## config.mk

```make
export PLATFORM = sky130hd
export DESIGN_NAME = pipeline_hazard_ctrl
export DESIGN_NICKNAME = d
export VERILOG_FILES = /design/src/rtl/pipeline_hazard_ctrl.sv
export SDC_FILE = /design/constraint.sdc
export NUM_CORES = 1
export LEC_CHECK = 0
export ABC_CLOCK_PERIOD_IN_PS = 2310
export CELL_PAD_IN_SITES_DETAIL_PLACEMENT = 1
export CELL_PAD_IN_SITES_GLOBAL_PLACEMENT = 1
export CORE_ASPECT_RATIO = 1.25
export CORE_MARGIN = 2
export CORE_UTILIZATION = 25
export DETAILED_ROUTE_END_ITERATION = 10
export PLACE_DENSITY_LB_ADDON = 0.1
export SLEW_MARGIN = 20
export SYNTH_ARGS = -nofsm -noshare
export SYNTH_HDL_FRONTEND = slang
export SYNTH_SLANG_ARGS = --single-unit
```

## constraint.sdc

```tcl
create_clock -name clk -period 2.31 [get_ports clk]
set_clock_uncertainty 0.1 [all_clocks]
set_input_delay 0.462 -clock clk [delete_from_list [all_inputs] [get_ports clk]]
set_output_delay 0.462 -clock clk [all_outputs]
set_load 0.005 [all_outputs]
```

## src/rtl/pipeline_hazard_ctrl.sv

```systemverilog
// pipeline_hazard_ctrl
//   Stall/flush sequencer for the 5-stage MIPS pipeline. It detects load-use
//   hazards, squashes wrong-path instructions when a branch resolves taken in
//   MEM, and freezes the pipeline while data memory holds off an access.
//   A dmem wait longer than MEM_TIMEOUT cycles locks the sequencer in FAULT
//   until reset.
//
// Parameters
//   MEM_TIMEOUT  max consecutive dmem wait cycles before fault (>=1)
//   CNT_W        width of the wait counter, must hold MEM_TIMEOUT
//
// Ports
//   clk, rst_n              clock, synchronous active-low reset
//   id_rs, id_rt            source registers of the instruction in ID
//   id_uses_rt              ID instruction reads rt
//   ex_memread, ex_rt       load in EX and its destination register
//   mem_branch_taken        branch resolved taken in MEM
//   mem_access, dmem_ready  MEM-stage memory access and its completion
//   pc_en, *_en, *_flush    PC and pipeline-register enables / bubble loads
//   mem_fault               sticky dmem timeout flag
//
// Configuration
//   HAZARD_PERF_EN  adds stall_cycles / flush_events performance counters.
module pipeline_hazard_ctrl #(
    parameter int unsigned MEM_TIMEOUT = 16,
    parameter int unsigned CNT_W       = 5
) (
    input  logic        clk,
    input  logic        rst_n,
    input  logic [4:0]  id_rs,
    input  logic [4:0]  id_rt,
    input  logic        id_uses_rt,
    input  logic        ex_memread,
    input  logic [4:0]  ex_rt,
    input  logic        mem_branch_taken,
    input  logic        mem_access,
    input  logic        dmem_ready,
    output logic        pc_en,
    output logic        if_id_en,
    output logic        if_id_flush,
    output logic        id_ex_en,
    output logic        id_ex_flush,
    output logic        ex_mem_en,
    output logic        ex_mem_flush,
    output logic        mem_wb_en,
    output logic        mem_wb_flush,
    output logic        mem_fault
`ifdef HAZARD_PERF_EN
    ,
    output logic [31:0] stall_cycles,
    output logic [31:0] flush_events
`endif
);

    localparam logic [1:0] ST_RUN   = 2'd0;
    localparam logic [1:0] ST_WAIT  = 2'd1;
    localparam logic [1:0] ST_FAULT = 2'd2;

    localparam logic [CNT_W-1:0] TIMEOUT_C = CNT_W'(MEM_TIMEOUT);
    localparam logic [CNT_W-1:0] CNT_ONE   = CNT_W'(1);

    logic [1:0]       r_state;
    logic [1:0]       w_state_nxt;
    logic [CNT_W-1:0] r_wait_cnt;
    logic [CNT_W-1:0] w_wait_cnt_nxt;
    logic             w_load_use;
    logic             w_dmem_wait;
    logic             w_branch_flush;

    // $0 is hardwired zero, so a load targeting it never creates a dependency.
    assign w_load_use = ex_memread && (ex_rt != 5'd0) &&
                        ((ex_rt == id_rs) || (id_uses_rt && (ex_rt == id_rt)));

    // In WAIT the access is still pending, so only dmem_ready matters there.
    assign w_dmem_wait = ((r_state == ST_RUN) && mem_access && !dmem_ready) ||
                         ((r_state == ST_WAIT) && !dmem_ready);

    assign mem_fault = (r_state == ST_FAULT);

    always_comb begin
        pc_en          = 1'b1;
        if_id_en       = 1'b1;
        if_id_flush    = 1'b0;
        id_ex_en       = 1'b1;
        id_ex_flush    = 1'b0;
        ex_mem_en      = 1'b1;
        ex_mem_flush   = 1'b0;
        mem_wb_en      = 1'b1;
        mem_wb_flush   = 1'b0;
        w_state_nxt    = r_state;
        w_wait_cnt_nxt = r_wait_cnt;
        w_branch_flush = 1'b0;

        if (!rst_n) begin
            pc_en        = 1'b0;
            if_id_en     = 1'b0;
            id_ex_en     = 1'b0;
            ex_mem_en    = 1'b0;
            mem_wb_en    = 1'b0;
            if_id_flush  = 1'b1;
            id_ex_flush  = 1'b1;
            ex_mem_flush = 1'b1;
            mem_wb_flush = 1'b1;
        end else if (r_state == ST_FAULT) begin
            pc_en     = 1'b0;
            if_id_en  = 1'b0;
            id_ex_en  = 1'b0;
            ex_mem_en = 1'b0;
            mem_wb_en = 1'b0;
        end else if (w_dmem_wait) begin
            // Freeze: the access in MEM stays put, WB receives a bubble.
            pc_en          = 1'b0;
            if_id_en       = 1'b0;
            id_ex_en       = 1'b0;
            ex_mem_en      = 1'b0;
            mem_wb_flush   = 1'b1;
            w_state_nxt    = ST_WAIT;
            w_wait_cnt_nxt = (r_state == ST_RUN) ? CNT_ONE : r_wait_cnt + CNT_ONE;
            if ((r_state == ST_WAIT) && (r_wait_cnt == TIMEOUT_C)) begin
                w_state_nxt = ST_FAULT;
            end
        end else begin
            w_state_nxt    = ST_RUN;
            w_wait_cnt_nxt = '0;
            if (mem_branch_taken) begin
                // Branch wins over load-use: the stalled instruction is squashed.
                if_id_flush    = 1'b1;
                id_ex_flush    = 1'b1;
                ex_mem_flush   = 1'b1;
                w_branch_flush = 1'b1;
            end else if (w_load_use) begin
                pc_en       = 1'b0;
                if_id_en    = 1'b0;
                id_ex_flush = 1'b1;
            end
        end
    end

    always_ff @(posedge clk) begin
        if (!rst_n) begin
            r_state    <= ST_RUN;
            r_wait_cnt <= '0;
        end else begin
            r_state    <= w_state_nxt;
            r_wait_cnt <= w_wait_cnt_nxt;
        end
    end

`ifdef HAZARD_PERF_EN
    logic [31:0] r_stall_cycles;
    logic [31:0] r_flush_events;

    always_ff @(posedge clk) begin
        if (!rst_n) begin
            r_stall_cycles <= '0;
            r_flush_events <= '0;
        end else if (r_state != ST_FAULT) begin
            if (!pc_en) begin
                r_stall_cycles <= r_stall_cycles + 32'd1;
            end
            if (w_branch_flush) begin
                r_flush_events <= r_flush_events + 32'd1;
            end
        end
    end

    assign stall_cycles = r_stall_cycles;
    assign flush_events = r_flush_events;
`endif

endmodule

```

==> flow_summary.ini <==
[setup_path]
reg2reg_from = r_wait_cnt[0]$_SDFFE_PN0N_
r2r_cells = 6
reg2reg_slack_ns = 0.90
cp-start-kind = input pin
arrival_ns = 1.73
crit_chain = clkdlybuf4s50_1 -> xnor2_1 -> a32oi_1 -> buf_4 -> o311ai_4 -> buf_2
cp_slowest_stage_delay_ns = 0.47
cp.required_ns = 1.75
r2r-end = r_state[1]$_SDFFE_PN0N_
cp_max_fo = 2
crit_end = id_ex_flush
critical_path_class = in2out
crit_start = id_rt[0]
crit_path_end_kind = primary output
crit_slowest_cell = clkdlybuf4s50_1

[timing]
holdWs_ns = 0.5031
fmax_mhz = 435.4
setup_viol = 0
worstMarginPinSlew_ns = 0.3136
hold_viol = 0
relSlewSlack_pct = 79.05
finalCritPeriodShare_pct = 99.42
fin_crit_ns = 2.297
rsz0062_at_grt = yes
drv_slew = 0
worst_slack_ns = 0.01345

[synth]
synth_warnings = 0
synth_largest_area_cell = dfxtp_1
synthArstFlopShare_pct = 0
synth_cell_type_count = 27
synth_compound_area_share_pct = 15.62
synth.top_cell.area_share_pct = 24.30
synth.avg_cell_area_um2 = 8.011
ys_seq_elements = 7
synth.area.top_cells = dfxtp_1, xor2_1, nand2_1
synth-edff-count = 0
ys_seq_area_share_pct = 24.30
synthMuxAreaShare_pct = 0
synth_fa_ha_area_share_pct = 4.338
synth_xor_area_share_pct = 19.74
synth_top_family_by_area = simple AND/OR/NAND/NOR gates
netlist_area_um2 = 576.8
synthSimpleGateAreaFrac_pct = 28.63
synth.net_count = 96
synth_top_flop_cell = dfxtp_1
synthCells = 72

[hold_path]
worst_hold_path_type = reg2reg

[die]
dieArea_um2 = 2710
rows = 19
die_y_um = 57.71
chipWidth_um = 46.96
io_pins = 32
initial_core_util_pct = 26.37
core_um2 = 2187

[clocking]
cts-root-buf = clkbuf_4
cts_buffers = 3
clock-sinks = 7
clk_latency_ns = 0.25
cts_max_path_buffers = 2
path_clk_slew_ns = 0.05
cts_tree = done
h-tree-depth = 1

[final_layout]
stdcell_area_um2 = 1055
num_antenna_cells = 0
mostFrequentLayoutCells = buf_4, xor2_1, nand2_1, dlygate4sd2_1, dfxtp_1
areaGrowthSynthToFinish_pct = 82.86
nets = 144
drive_gt1_share_pct = 33.61
seqCellArea_um2 = 140.1
layout_commonest_cell = buf_4
fill_cells = 285
multi_input_area_um2 = 439.2

[drt]
wl_um = 1828
vias_per_cell = 4.380
wl_per_cell_um = 12.19
dr.first_iter.drc_count = 1
route.detailed.drc = 0
postRouteAntennaNets = 0
num_vias = 657
drt_first_pass_iters = 4

[power_and_ir_drop]
power.density_nw_per_um2 = 338.2
ir_drop_v = 0.0001684
leakage_nw = 0.5079

[grt]
overflow = 0
grt_use_total_pct = 15.03
grt_max_degree = 10
grt_pass1_vias = 654
antenna_found_initial = 0
grt_pass1_wl_um = 2849

[placement]
port_buffers = 31
dp_hpwl_um = 1458
place.gp.congestion = 0.7014
dpl_cell_area_um2 = 988.4
pre_cts_ws_ns = -0.6673

[flow_run]
drv_cap = 0

[outcome]
status = completed
[sequential cells by signal, indices dropped and copies added (netlist names)]
name,flops
r_wait_cnt,5
r_state,2
[per-layer routing]
metal	track usage, %	vias up	share of wire [%]
li1	-	337	-
met3	2.181	2	5.0
met1	14.96	295	39
met5	0	-	0
met4	8.333	0	0.93
met2	27.79	23	55
[cells in the mapped netlist (2+ instances only)]
| library cell | n |
|---|---|
| nor2_1 | 2 |
| o21ai_0 | 3 |
| nor3_1 | 2 |
| xnor2_1 | 2 |
| xor2_1 | 11 |
| dfxtp_1 | 7 |
| inv_1 | 4 |
| nand3_1 | 5 |
| and2_1 | 5 |
| nand2_1 | 9 |
| o22ai_1 | 2 |
| nand2b_1 | 2 |
| ha_1 | 2 |
| buf_4 | 3 |
[critical path: cells and delay by family]
kind,cells,cell delay [ns]
compound gates,2,0.37
xor+xnor,1,0.12
buf+inv,3,0.79
[worst min path at each step]
stage / start / to / slack, ns / depth (start not counted)
global placement: r_wait_cnt[3]$_SDFFE_PN0N_ / r_wait_cnt[3]$_SDFFE_PN0N_ / 0.52 / 3
global route: r_state[1]$_SDFFE_PN0N_ / r_state[1]$_SDFFE_PN0N_ / 0.55 / 2
finish: r_state[1]$_SDFFE_PN0N_ / r_state[1]$_SDFFE_PN0N_ / 0.50 / 2
CTS: r_wait_cnt[4]$_SDFFE_PN0N_ / r_wait_cnt[4]$_SDFFE_PN0N_ / 0.56 / 3
floorplan: r_wait_cnt[3]$_SDFFE_PN0N_ / r_wait_cnt[3]$_SDFFE_PN0N_ / 0.48 / 3
detailed placement: r_state[1]$_SDFFE_PN0N_ / r_state[1]$_SDFFE_PN0N_ / 0.53 / 2
[report_power, final]
part           internal (mW)  switching [mW]
Clock                 0.0660          0.0463
Sequential             0.123         0.00202
Combinational         0.0714          0.0482
[layout make-up]
class	count	share of cell area (%)
multi-input combinational	57	41.64
inverter	4	1.423
timing repair buffer	47	37.49
clock buffer	4	2.491
tap	31	3.677
sequential	7	13.29
[per-stage QoR]
stage / std cells / TNS, ns / total power [mW] / utilization [%]
global placement: 142 / -2.902 / 0.2487 / 45.19
floorplan: 72 / 0 / 0.1681 / -
global route: 150 / -0.1459 / 0.3803 / 48.23
finish: 150 / 0 / 0.3567 / 48.23
detailed placement: 142 / -2.994 / 0.2506 / 45.19
CTS: 149 / -0.08208 / 0.3612 / 47.14
[kinds of logic after synthesis]
logic type,Yosys count
adder cells (fa/ha/maj),2
XOR/XNOR,13
flip-flops,7
buffers and inverters,8
AND/OR/NAND/NOR,30
AO/OA/AOI/OAI,12
[what timing repair did]
action / CTS / global route
setup buffers: 3 / 1
endpoints found under the setup margin: 8 / 4
pin swaps: 8 / 11
hold buffers: 0 / 0
gates resized for setup: 39 / 24
Power figures use the tool's default switching activity.
